==> config.mk <==
export PLATFORM = sky130hd
export DESIGN_NAME = fetch_stage
export DESIGN_NICKNAME = d
export VERILOG_FILES = /design/src/rtl/fetch_pkg.sv /design/src/rtl/fetch_fsm.sv /design/src/rtl/fetch_stage.sv
export SDC_FILE = /design/constraint.sdc
export NUM_CORES = 1
export LEC_CHECK = 0
export ABC_CLOCK_PERIOD_IN_PS = 2200
export CAP_MARGIN = 20
export CORE_MARGIN = 2
export CORE_UTILIZATION = 30
export DETAILED_ROUTE_END_ITERATION = 10
export GPL_ROUTABILITY_DRIVEN = 0
export HOLD_SLACK_MARGIN = 0.06
export PLACE_DENSITY_LB_ADDON = 0.1
export SLEW_MARGIN = 20
export SYNTH_ARGS = -nofsm -noshare
export SYNTH_HDL_FRONTEND = slang
export SYNTH_SLANG_ARGS = --single-unit
==> constraint.sdc <==
create_clock -name clk -period 2.2 [get_ports clk]
set_input_delay 0.44 -clock clk [delete_from_list [all_inputs] [get_ports clk]]
set_output_delay 0.44 -clock clk [all_outputs]
set_load 0.005 [all_outputs]
==> src/rtl/fetch_pkg.sv <==
// Shared types and constants for the instruction-fetch stage.
package fetch_pkg;

  typedef enum logic [1:0] {
    REQ   = 2'd0,
    HELD  = 2'd1,
    ABORT = 2'd2
  } fetch_state_t;

  // How the IF/ID register updates this cycle
  typedef enum logic [1:0] {
    IFID_HOLD   = 2'd0,
    IFID_LOAD   = 2'd1,
    IFID_BUBBLE = 2'd2,
    IFID_FLUSH  = 2'd3
  } ifid_op_t;

  typedef enum logic [1:0] {
    SRC_MEM = 2'd0,
    SRC_BUF = 2'd1,
    SRC_NOP = 2'd2
  } ifid_src_t;

  typedef struct packed {
    ifid_op_t  ifid_op;
    ifid_src_t src;
    logic      pc_load;
    logic      ibuf_load;
    logic      abort_load;
  } fetch_ctrl_t;

  localparam logic [31:0] NOP_INSTR        = 32'h0000_0000;
  localparam logic [31:0] DEFAULT_RESET_PC = 32'h0000_3000;

endpackage

==> src/rtl/fetch_fsm.sv <==
// Fetch handshake FSM: decides when to request, buffer, abort and load IF/ID.
module fetch_fsm
  import fetch_pkg::*;
(
  input  logic         clk,
  input  logic         rst_n,
  input  logic         ack,
  input  logic         stall,
  input  logic         flush,
  input  logic         adel,
  output fetch_state_t state,
  output logic         req,
  output fetch_ctrl_t  ctrl
);

  fetch_state_t nxt;
  logic         issue;

  always_ff @(posedge clk or negedge rst_n) begin
    if (!rst_n) state <= REQ;
    else        state <= nxt;
  end

  always_comb begin
    nxt   = state;
    ctrl  = '0;
    issue = 1'b0;
    unique case (state)
      REQ: begin
        issue = !adel;
        if (flush) begin
          ctrl.ifid_op = IFID_FLUSH;
          ctrl.pc_load = 1'b1;
          // An unacked request must still be completed by the memory
          if (issue && !ack) begin
            nxt             = ABORT;
            ctrl.abort_load = 1'b1;
          end
        end else if (adel) begin
          if (!stall) begin
            ctrl.ifid_op = IFID_LOAD;
            ctrl.src     = SRC_NOP;
            ctrl.pc_load = 1'b1;
          end
        end else if (ack) begin
          if (!stall) begin
            ctrl.ifid_op = IFID_LOAD;
            ctrl.src     = SRC_MEM;
            ctrl.pc_load = 1'b1;
          end else begin
            ctrl.ibuf_load = 1'b1;
            nxt            = HELD;
          end
        end else if (!stall) begin
          ctrl.ifid_op = IFID_BUBBLE;
        end
      end
      HELD: begin
        if (flush) begin
          ctrl.ifid_op = IFID_FLUSH;
          ctrl.pc_load = 1'b1;
          nxt          = REQ;
        end else if (!stall) begin
          ctrl.ifid_op = IFID_LOAD;
          ctrl.src     = SRC_BUF;
          ctrl.pc_load = 1'b1;
          nxt          = REQ;
        end
      end
      ABORT: begin
        issue = 1'b1;
        if (flush) begin
          ctrl.ifid_op = IFID_FLUSH;
          ctrl.pc_load = 1'b1;
        end
        // Stay until the old request drains so imem_addr never moves mid-request
        if (ack) nxt = REQ;
      end
      default: nxt = REQ;
    endcase
    req = issue & rst_n;
  end

endmodule

==> src/rtl/fetch_stage.sv <==
// MIPS IF stage: PC, imem req/ack fetch, IF/ID register.
// Optional misaligned-fetch detection via `FETCH_ALIGN_CHK_EN.
module fetch_stage
  import fetch_pkg::*;
#(
  parameter logic [31:0] RESET_PC = DEFAULT_RESET_PC
) (
  input  logic        clk,
  input  logic        rst_n,
  input  logic [31:0] address,
  input  logic        stallD,
  input  logic        flushD,
  output logic [31:0] pcplus,
  output logic [31:0] pcF,
  output logic        imem_req,
  output logic [31:0] imem_addr,
  input  logic        imem_ack,
  input  logic [31:0] imem_rdata,
  output logic [31:0] instrD,
  output logic [31:0] pcplusD,
  output logic        validD
`ifdef FETCH_ALIGN_CHK_EN
  , output logic      adelF
`endif
);

  logic [31:0]  pc, ibuf, abort_pc, fetch_addr;
  logic         adel;
  fetch_state_t state;
  fetch_ctrl_t  ctrl;

  assign pcF        = pc;
  assign pcplus     = pc + 32'd4;
  assign fetch_addr = (state == ABORT) ? abort_pc : pc;

`ifdef FETCH_ALIGN_CHK_EN
  assign adel      = (pc[1:0] != 2'b00);
  assign adelF     = adel;
  assign imem_addr = fetch_addr;
`else
  assign adel      = 1'b0;
  assign imem_addr = fetch_addr & 32'hFFFF_FFFC;
`endif

  fetch_fsm u_fsm (
    .clk   (clk),
    .rst_n (rst_n),
    .ack   (imem_ack),
    .stall (stallD),
    .flush (flushD),
    .adel  (adel),
    .state (state),
    .req   (imem_req),
    .ctrl  (ctrl)
  );

  always_ff @(posedge clk or negedge rst_n) begin
    if (!rst_n) begin
      pc       <= RESET_PC;
      ibuf     <= NOP_INSTR;
      abort_pc <= 32'h0;
      instrD   <= NOP_INSTR;
      pcplusD  <= 32'h0;
      validD   <= 1'b0;
    end else begin
      if (ctrl.pc_load)    pc       <= address;
      if (ctrl.ibuf_load)  ibuf     <= imem_rdata;
      if (ctrl.abort_load) abort_pc <= pc;
      unique case (ctrl.ifid_op)
        IFID_LOAD: begin
          unique case (ctrl.src)
            SRC_MEM: instrD <= imem_rdata;
            SRC_BUF: instrD <= ibuf;
            default: instrD <= NOP_INSTR;
          endcase
          pcplusD <= pcplus;
          validD  <= 1'b1;
        end
        IFID_BUBBLE: begin
          instrD <= NOP_INSTR;
          validD <= 1'b0;
        end
        IFID_FLUSH: begin
          instrD  <= NOP_INSTR;
          pcplusD <= 32'h0;
          validD  <= 1'b0;
        end
        default: ;
      endcase
    end
  end

endmodule
======== Yosys cells after proc, flatten, opt, wreduce, memory -nomap -nowiden ========
Cells that the tools add are included.
word-level totals
  flip-flop bits (word level) ............. 163
  input bits .............................. 69
  output and inout port bits .............. 162
  word-level logic and storage cells ...... 62
operators by class
  $add $sub $neg .......................... 1
  equal/unequal tests ..................... 11
  multiplexer cells ....................... 35
  bitwise gates (word level) .............. 1
  reductions and logical operators ........ 7
operator list
  cell                   number
  $pmux 32 s2            3
  $add 32x3->32 const B  1
  $mux 32                1
  $mux 2                 15
  $mux 4                 3
  $ne 3x3->1 const B     4
  $pmux 2 s3             2
  $mux 1                 8
  $eq 2x1->1 const B     3
  $eq 2x2->1 const B     3
  $reduce_and 5->1       1
  $logic_not 2->1        2
  $pmux 2 s2             1
  $reduce_bool 2->1      2
  $reduce_or 2->1        2
  $pmux 1 s3             1
  $ne 2x2->1 const B     1
  $pmux 1 s2             1
  $and 1x1->1            1

======== Logic depth before layout (Yosys ltp) ========
  depth in word-level cells ............... 7
  gate-level depth with buffers ........... 8

======== By module ========
Synthesis repeated with hierarchy kept, for this count alone.
unflattened totals
  cells, all modules ...................... 671
  area total of the unflattened synthesis .. 7721.2 um^2
by module, submodules not included
  module       instances  cells each  area an instance (um^2)  sequential area each (um^2)
  fetch_stage  1          648         7536.0                   3981.3
  fetch_fsm    1          23          185.2                    50.0

======== Worst setup path before layout ========
Ideal clock, no wire load.
  kind .................................... flip-flop to output port
  start point ............................. register pc[3], in the netlist pcF[3]
  end point ............................... output pcplus[30]
  arrival time ............................ 1.699 ns
  data required time ...................... 1.760 ns
  setup slack ............................. 0.061 ns
  stages on the path, launching flop included .. 7
  path buffers ............................ 1
  path through ............................ dfrtp_1 -> ha_1 -> and4_1 -> buf_6 -> nand4_1 -> or3_1 -> xnor2_1
between the ends
  cells in the longest elaborated chain, start to end .. 1
RTL lines
  element                   RTL line           source
  start: declaration        fetch_stage.sv:27  logic [31:0] pc, ibuf, abort_pc, fetch_addr;
  start signal: assignment  fetch_stage.sv:66  if (ctrl.pc_load) pc <= address;
  $add 32x3->32             fetch_stage.sv:33  assign pcplus = pc + 32'd4;
  end: declaration          fetch_stage.sv:13  output logic [31:0] pcplus,
Every way passes these cells.

======== Final worst setup path ========
  start point ............................. register pc[12], in the netlist pcF[12]
  end point ............................... output pcplus[27]
The elaborated chain is that of the path after synthesis.

==> results.cfg <==
[detailed_routing]
vias_per_cell = 4.92
ant_nets = 0
wirelength_mm = 26.5
dr.pass1.iters = 4
drc = 0
drtIter0Drc = 365
via_count = 6575
routedWlPerCell_um = 19.8

[clock_network]
clk_latency_ps = 430
path_clk_slew_ps = 80
htree_levels = 4
ctsLongestPathBuffers = 2
hold_buffers = 0
tritoncts = done
cts_root_buf = clkbuf_16
cts.sink_count = 161
cts_made_buffers = 17

[synth]
synth-async-reset-ratio_pct = 100
synth_flop_cell = dfrtp_1
synth-edff-count = 0
yosys_warnings = 0
yosysSeqAreaShare_pct = 51.1
yosysTopAreaCell = dfrtp_1
syn-mean-instance-area_um2 = 12.4
netlist_area_um2 = 7890
syn_inst = 635
synth.top_cell.area_share_pct = 50.4
ys_ff_latch = 161
synth_cell_types = 54
synth_area_leaders = dfrtp_1 50%, mux2_2 17%, mux2i_1 4.1%

[global_routing]
grt_max_degree = 111
grt_pass1_vias = 7148
grt_overflow = 0
grt_usage_pct = 19.2
antenna_found_initial = 0
grt_pass1_wl_mm = 41.6

[final_layout]
fill_cells = 2273
multi_input_area_um2 = 4020
drive_gt1_share_pct = 45.8
regArea_um2 = 4030
nets = 1058
area_delta_synth_final_pct = 63.4
n_antenna_cell = 0
final_core_util_pct = 49.8

[sta]
fmax_mhz = 394
tightest_slew_ps = 659
finalSetupViolations = 41
period_needed_ps = 2540
clock_skew_ps = 12.6
grt_setup_unrepaired = yes
fin_hold_ws_ps = 154
slew-limit-headroom_pct = 56.1
slew_violations = 0
finalCritPeriodShare_pct = 115
setup_slack_ps = -341
hold_violations = 0

[run_status]
status = finished, violations left
violations = setup timing

[worst_setup_path]
critical_path.max_fanout = 5
ff2ff_setup_slack_ps = 180
worst_r2r_endpoint = pcplusD[26]
required_ps = 1760
cp.arrival_ps = 2100
r2r-start = pcF[2]
start_kind = flop
path_class = reg -> out
r2r_cells = 9
crit_path_end_kind = output pin

[placed_design]
portBuffers = 228
place_hpwl_mm = 17.8

[floorplanning]
die_w_um = 166
coreArea_um2 = 25900
fp-row-count = 59
die_y_um = 166
dieArea_um2 = 27600
start_util_pct = 30.5
pin_count = 231

[worst_hold_path]
hold_class = in -> async

[run]
drv_cap = 0

[pwr]
p_leak_uw = 0.00560
ir_drop_uv = 429
powerDensity_nw_per_um2 = 740
-- state kept, by name (all words and copies together) (netlist names) --
| signal | cells |
|---|---|
| ibuf | 32 |
| instrD | 32 |
| pcplusD | 32 |
| abort_pc | 30 |
| u_fsm.state | 2 |
| validD | 1 |
| pcF | 32 |
-- through the flow --
step,power [uW],TNS [ps],instances,area (um2),worst slack [ps]
after floorplan,4780,0,636,7900,60.6
after global placement,6210,-4300,1244,11200,-332
after detailed placement,6250,-4990,1244,11200,-363
after CTS,9560,-8140,1323,12700,-362
after global routing,10000,-10150,1336,12900,-434
final,9540,-5900,1336,12900,-341
-- cells by family (layout without fill, tap and decap cells) --
group,count (synthesis),after routing,share of synthesized area (%)
buf+inv,70,435,5.42
mux,153,153,21.3
compound gates,84,84,9.29
fa+ha+maj,1,1,0.158
xor+xnor,28,28,3.11
flops,161,161,51.1
other cells,1,2,0.0475
simple gates,137,137,9.59
-- repair_timing --
action | CTS | global route
resized for setup | 339 | 69
buffers inserted | 43 | 19
cloned | 4 | 1
endpoints found under the setup margin | 59 | 58
pin swaps | 52 | 33
endpoints found under the hold margin | 0 | 0
-- worst max path at each step --
stage                 end  startpoint  depth (start not counted)  slack, ps
6_report       pcplus[27]     pcF[12]                          6       -340
3_3_place_gp   pcplus[30]      pcF[2]                          6       -330
4_1_cts        pcplus[30]      pcF[3]                          6       -360
5_1_grt        pcplus[22]      pcF[2]                          8       -430
3_5_place_dp   pcplus[30]      pcF[2]                          6       -360
2_1_floorplan  pcplus[30]      pcF[3]                          6         60
-- routing by layer --
metal	GRT usage (%)	wire length (um)
met5	0	0
met4	6.22	617
met3	4.93	1470
met2	31.6	12700
met1	24.9	11600
-- layout by cell type, fill, tap and decap left out, types with 5 or more instances in the layout --
master / n
nand3_1: 14
mux2i_1: 32
clkinv_4: 5
nor3_4: 5
a22o_1: 13
inv_1: 5
clkbuf_2: 9
buf_4: 111
nand4_1: 13
buf_2: 26
xor2_1: 8
clkdlybuf4s50_1: 166
buf_6: 57
nand2_1: 20
o2bb2ai_1: 32
o211ai_1: 9
nor3_1: 7
dfrtp_1: 158
nor2_4: 8
buf_12: 16
nand3_2: 6
clkbuf_16: 17
xor2_2: 5
xnor2_2: 11
mux2_4: 25
nand3_4: 5
mux2_2: 96
nor2_1: 11
a221o_1: 7
-- worst max-delay path, stage by stage, from the launching register on --
cell,delay (ps)
dfstp_2,550
and4_4,250
buf_6,110
and4_4,280
and3_4,210
xnor2_2,110
buf_2,140
-- report_power, final --
part / internal, uW / total, uW / switching [uW]
sequential: 3430 / 3710 / 272
clock: 1640 / 3000 / 1360
combinational: 1700 / 2830 / 1130
total: 6770 / 9540 / 2770
-- synthesized netlist by cell type, drive strengths merged (2+ instances only) --
cell type / count
nor2: 21
xnor2: 15
nand4: 16
or4: 4
o311ai: 2
or2: 3
buf: 48
nor2b: 2
nor4: 2
nand3: 25
mux2: 121
o311a: 4
dfstp: 2
o211ai: 9
dfrtp: 159
o2bb2ai: 32
and4: 6
nand4b: 2
or3: 3
nand2: 27
o21ai: 4
inv: 6
xor2: 13
a32oi: 3
o22ai: 2
and2: 2
a221o: 7
nor3: 14
mux2i: 32
and3: 10
clkbuf: 16
a22o: 13
-- area by class of cell --
cell class / count / share of cell area (%)
Clock buffer: 19 / 3.43
Clock inverter: 13 / 1.14
Inverter: 6 / 0.175
Multi-Input combinational cell: 405 / 31.2
Sequential cell: 161 / 31.3
Tap cell: 335 / 3.25
Timing Repair Buffer: 397 / 29.6
Note: power is estimated with default switching activity, not from simulation.
